## src/rtl/debounce_sync.sv

```systemverilog
// debounce_sync: two-flop synchronizer followed by a counter-qualified FSM.
// The output level Q follows the synchronized input only after it has held a
// new value for STABLE_CYCLES consecutive cycles; abandoned candidates raise
// a one-cycle glitch pulse.
module debounce_sync #(
    parameter int   STABLE_CYCLES = 4,
    parameter int   CNT_W         = 8,
    parameter logic INIT          = 1'b0
) (
    input  logic clk,
    input  logic R,
    input  logic A,
    output logic Q,
    output logic busy,
    output logic glitch
);

    // Counter value at which the next differing sample accepts the candidate.
    localparam logic [CNT_W-1:0] LAST_CNT = CNT_W'(STABLE_CYCLES - 1);

    // STABLE: no candidate pending (cnt == 0); CHECK: qualifying (cnt != 0).
    typedef enum logic {
        ST_STABLE = 1'b0,
        ST_CHECK  = 1'b1
    } state_t;

    logic             s1_q;
    logic             s2_q;
    logic             q_q;
    logic             q_d;
    logic [CNT_W-1:0] cnt_q;
    logic [CNT_W-1:0] cnt_d;
    logic             glitch_q;
    logic             glitch_d;
    state_t           state;

    // Synchronizer chain; A is only ever seen through s2.
    always_ff @(posedge clk) begin
        if (R) begin
            s1_q <= INIT;
            s2_q <= INIT;
        end else begin
            s1_q <= A;
            s2_q <= s1_q;
        end
    end

    // FSM state registers: debounced level, qualification count, glitch flag.
    always_ff @(posedge clk) begin
        if (R) begin
            q_q      <= INIT;
            cnt_q    <= '0;
            glitch_q <= 1'b0;
        end else begin
            q_q      <= q_d;
            cnt_q    <= cnt_d;
            glitch_q <= glitch_d;
        end
    end

    // Next-state logic: accept, keep qualifying, reject bounce, or hold.
    always_comb begin
        q_d      = q_q;
        cnt_d    = cnt_q;
        glitch_d = 1'b0;
        state    = (cnt_q != '0) ? ST_CHECK : ST_STABLE;

        if (s2_q != q_q) begin
            if (cnt_q == LAST_CNT) begin
                // Candidate held long enough: take it and return to STABLE.
                q_d   = s2_q;
                cnt_d = '0;
            end else begin
                cnt_d = cnt_q + 1'b1;
            end
        end else if (state == ST_CHECK) begin
            // Input fell back to the current level before qualifying.
            cnt_d    = '0;
            glitch_d = 1'b1;
        end
    end

    // Outputs are decoded from registers only, so A never reaches them combinationally.
    assign Q      = q_q;
    assign busy   = (cnt_q != '0);
    assign glitch = glitch_q;

endmodule
```

## config.mk

```make
export PLATFORM = sky130hd
export DESIGN_NAME = debounce_sync
export DESIGN_NICKNAME = d
export VERILOG_FILES = /design/src/rtl/debounce_sync.sv
export SDC_FILE = /design/constraint.sdc
export NUM_CORES = 1
export LEC_CHECK = 0
export CAP_MARGIN = 20
export CORE_AREA = 2 2 39 41
export CTS_CLUSTER_DIAMETER = 40
export DETAILED_ROUTE_END_ITERATION = 16
export DIE_AREA = 0 0 41 43
export PLACE_DENSITY = 0.72
export SLEW_MARGIN = 20
export SYNTH_ARGS = -nofsm -noshare
export SYNTH_HDL_FRONTEND = slang
export SYNTH_SLANG_ARGS = --single-unit
export TNS_END_PERCENT = 10
```

## constraint.sdc

```tcl
create_clock -name clk -period 1.4 [get_ports clk]
set_clock_uncertainty 0.1 [all_clocks]
set_input_delay 0.21 -clock clk [delete_from_list [all_inputs] [get_ports clk]]
set_output_delay 0.21 -clock clk [all_outputs]
set_load 0.02 [all_outputs]
```

Word-level counts from Yosys, hierarchy flattened. Index checks and enable logic that the tools add are counted.

Register bits after elaboration: 12. Logic and storage cells: 17. Output and inout bits: 3. Input port bits: 3.

Equal/unequal tests: 2. Muxes and demuxes: 5. Reduce and logical (&&, ||, !) cells: 4. $add $sub $neg: 1.

Operators with widths (number): two-way mux 8 bit (3); adder 8 x 1 -> 8 bit, second input constant (1); equality test 8 x 2 -> 1 bit, second input constant (1); nonzero test 8 bit (1); two-way mux 1 bit (2); AND reduction 2 bit (1); nonzero test 2 bit (1); OR reduction 2 bit (1); inequality test 1 bit (1).

Depth between registers and ports, before layout. Gate-level depths: netlist of run 1.

Depth in word-level cells: 4. Mapped depth: 5. Depth with buffers taken out: 5.

Least setup slack after synthesis of run 1. No wires, ideal clock.

Path type: register -> register. Start: register q_q (netlist: Q). End: register cnt_q[6]. Cell stages (with the launch flop): 4. Slack: 0.107 ns. Data arrival time: 1.075 ns. Cell sequence: dfxtp_1 -> xor2_1 -> mux2i_1 -> nor3_2.

Longest elaborated chain between the ends: 2. Elaborated cells between the ends (all ways): 3.

RTL lines: start: declaration (RTL line 29) `logic q_q;`; start signal: assignment (RTL line 55) `q_q <= q_d;`; inequality test 1 bit * (RTL line 68) `if (s2_q != q_q) begin`; two-way mux 8 bit / nonzero test 2 bit (equally long branches); end signal: assignment (RTL line 56) `cnt_q <= cnt_d;`; end: declaration (RTL line 31) `logic [CNT_W-1:0] cnt_q;`.

Every way passes the cells marked *; elsewhere a longest branch is shown, timed or not. A chain may end at the register's enable or synchronous reset.

Worst setup path after layout of run 1.
Start: register cnt_q[4]. End: output port busy.

Longest elaborated chain between the ends: 1.

RTL lines: nonzero test 8 bit (RTL line 85) `assign busy = (cnt_q != '0);`; end: declaration (RTL line 14) `output logic busy,`.

Every way passes these cells.

==> results of run 1 <==
[layer usage]
layer	routed length, µm	share of wire	vias up
met4	10	0.0096	0
met2	579	0.56	7
met5	0	0	-
met3	34	0.033	2
li1	-	-	220
met1	416	0.40	207
[path summary, 6_finish.rpt]
kind | start | slack (ns) | to | cells after the start
worst max-delay path | cnt_q[4]$_SDFFE_PP0P_ | -0.19 | busy | 4
worst min-delay path | s1_q$_SDFF_PP0_ | 0.38 | s2_q$_SDFF_PP0_ | 1
worst max register to register | cnt_q[4]$_SDFFE_PP0P_ | -0.01 | cnt_q[6]$_SDFFE_PP0P_ | 5
worst min register to register | s1_q$_SDFF_PP0_ | 0.38 | s2_q$_SDFF_PP0_ | 1
[through the flow]
stage                     utilization  cells
after detailed placement       0.4946     86
after floorplan                     -     55
after global placement         0.4946     86
final                          0.5271     90
after CTS                      0.5208     90
after global routing           0.5271     90
[worst max-delay path, cell delays in order, from the launching register on]
cell	delay, ns
dfxtp_2	0.34
nor4_4	0.29
and3_4	0.24
inv_2	0.03
buf_6	0.12
[power groups by stage]
stage               clock network (mW)  registers, mW  logic [mW]
floorplan                            0          0.360      0.0208
global placement                     0          0.357      0.0516
detailed placement                   0          0.357      0.0518
CTS                              0.282          0.349      0.0526
global route                     0.297          0.350      0.0597
finish                           0.273          0.349      0.0542
[cell usage in the layout (no fill, tap or decap)]
master           count
mux2i_1              2
and3_1               1
nand3_1              8
clkbuf_8             1
o21ai_0              1
clkdlybuf4s50_1      2
nor2_1               8
dlygate4sd2_1        2
nor4_4               1
nand3b_4             1
inv_2                1
o21ai_1              1
and3_4               1
and3_2               1
ha_1                 3
xor2_1               6
clkbuf_4             3
buf_4               10
nor3_2               1
xnor2_1              1
nor2b_1              2
dfxtp_1             11
nor3_1               1
buf_6                1
dfxtp_2              1
inv_1                3
[cell families (layout without fill, tap and decap cells)]
group | Yosys count | after routing | synth area share
AND/OR/NAND/NOR | 25 | 25 | 0.2877
adder cells (fa/ha/maj) | 3 | 3 | 0.06961
XOR/XNOR | 7 | 7 | 0.1137
multiplexers | 2 | 2 | 0.03712
buffers and inverters | 4 | 23 | 0.02783
AO/OA/AOI/OAI | 2 | 2 | 0.01854
flip-flops | 12 | 12 | 0.4455
[layout make-up]
cell class | instances | area [µm²]
multi-input cells | 39 | 292.8
fillers | 117 | 654.4
flip-flops and latches | 12 | 241.5
clock buffers | 4 | 36.28
inverters | 4 | 15.01
repair buffers | 15 | 123.9
well taps | 16 | 20.02
[flip-flops by register name, summed over array words and instances, names as in the netlist]
| name | count |
|---|---|
| cnt_q | 8 |
| s2_q | 1 |
| s1_q | 1 |
| glitch | 1 |
| Q | 1 |
[what timing repair did]
action,4_1_cts,5_1_grt
resized for setup,10,1
pin swaps,2,0
setup endpoints to repair,4,10
cloned,0,0
hold buffers,0,0
setup buffers,0,0
==> impl_metrics.env, run 1 <==
export IMPL_synth_cell_types=18
export IMPL_synthCells=55
export IMPL_ant_nets=0
export IMPL_area_growth_pct=35.27
export IMPL_cts_buffer_depth=2
export IMPL_violations="negative setup slack"
export IMPL_grt_pass1_wl_um=1697
export IMPL_clockPowerShare=0.403
export IMPL_synthArstFlopShare=0
export IMPL_met2_usage=0.2281
export IMPL_p_switching_mw=0.1426
export IMPL_placed_area_um2=684.4
export IMPL_wl_um=1040
export IMPL_hold_path_class="flop to flop"
export IMPL_seqPwrFrac=0.517
export IMPL_syn_area_per_cell_um2=9.805
export IMPL_drv_slew=0
export IMPL_final_area_um2=729.5
export IMPL_cts_htree_levels=1
export IMPL_cts_root_buf="clkbuf_4"
export IMPL_antenna_cells=0
export IMPL_hold_violations=0
export IMPL_vias_per_cell=4.844
export IMPL_synth_seq_cells=12
export IMPL_grt_pass1_vias=421
export IMPL_p_leak_nw=0.3311
export IMPL_required_ns=1.09
export IMPL_nets=81
export IMPL_first_pass_iters=4
export IMPL_first_iter_violations=10
export IMPL_yosys_area_top_type="dfxtp_1"
export IMPL_combPwrFrac=0.080
export IMPL_grt_use_total=0.1482
export IMPL_rows=14
export IMPL_coreArea_mm2=0.001384
export IMPL_clk_latency_ns=0.27
export IMPL_path_max_fanout=2
export IMPL_cellPowerDensity_mw_per_mm2=926.9
export IMPL_finalSetupViolCount=2
export IMPL_globalRouteMet1Util=0.1629
export IMPL_cp_arrival_ns=1.28
export IMPL_intPower_mw=0.5336
export IMPL_synth_main_ff_cell="dfxtp_1"
export IMPL_start_util=0.3897
export IMPL_dp_hpwl_um=776
export IMPL_die_area_mm2=0.001763
export IMPL_die_h_um=43
export IMPL_yosysWarnings=0
export IMPL_worst_pin_slew_ns=0.4599
export IMPL_cap_violations=0
export IMPL_layout_drive_gt1_share=0.2973
export IMPL_synth_edf_count=0
export IMPL_grt_max_degree=8
export IMPL_relSlewSlack=0.6923
export IMPL_dr_total_vias=436
export IMPL_fin_crit_sh=1.139
export IMPL_grt_busiest_layer="met2"
export IMPL_synth_area_leaders="dfxtp_1 45%, xor2_1 9.7%, nand3_1 7.4%"
export IMPL_peakVddDrop_mv=0.5901
export IMPL_fp_dieW_um=41
export IMPL_grt_antenna_before_repair=0
export IMPL_drt_wirelength_per_cell_um=11.56
export IMPL_cts_sinks=12
export IMPL_fin_ws_ns=-0.1939
export IMPL_rsz0062_at_grt="true"
export IMPL_place_gp_congestion=0.7884
export IMPL_synth_top_area_frac=0.4455
export IMPL_grtUsageMet3=0.03141
export IMPL_fin_tns_setup_ns=-0.2018
export IMPL_max_freq_mhz=627.4
export IMPL_grt_overflow=0
export IMPL_hold_ws_ns=0.3764
export IMPL_path_class="flop to output port"
export IMPL_synth_fp_nets=61
export IMPL_path_clk_slew_ns=0.08
export IMPL_cp_end_kind="output port"
export IMPL_switching_share=0.2109
export IMPL_total_power_mw=0.6761
export IMPL_cts_buffers=3
export IMPL_cts_tree="built"
export IMPL_status="complete, but fails checks"
export IMPL_synth_top_cells_by_count="12 x dfxtp_1, 8 x nand3_1, 8 x nor2_1"
export IMPL_route_detailed_drc=0
export IMPL_yosysMostFrequentCell="dfxtp_1"
export IMPL_min_period_ns=1.594
export IMPL_dp_slack_ns=-0.3037
export IMPL_io_buffer_count=5
export IMPL_ios=6
export IMPL_syn_area_um2=539.3
export IMPL_startpoint_type="flop"
export IMPL_ys_seq_area_frac=0.4455
(Power assumes the default switching activity.)
==> run 2: changes to the inputs <==
- SLEW_MARGIN: 20 -> default
==> results of run 2 <==
No change in the layout: final DEF, timing and power equal those of run 1.
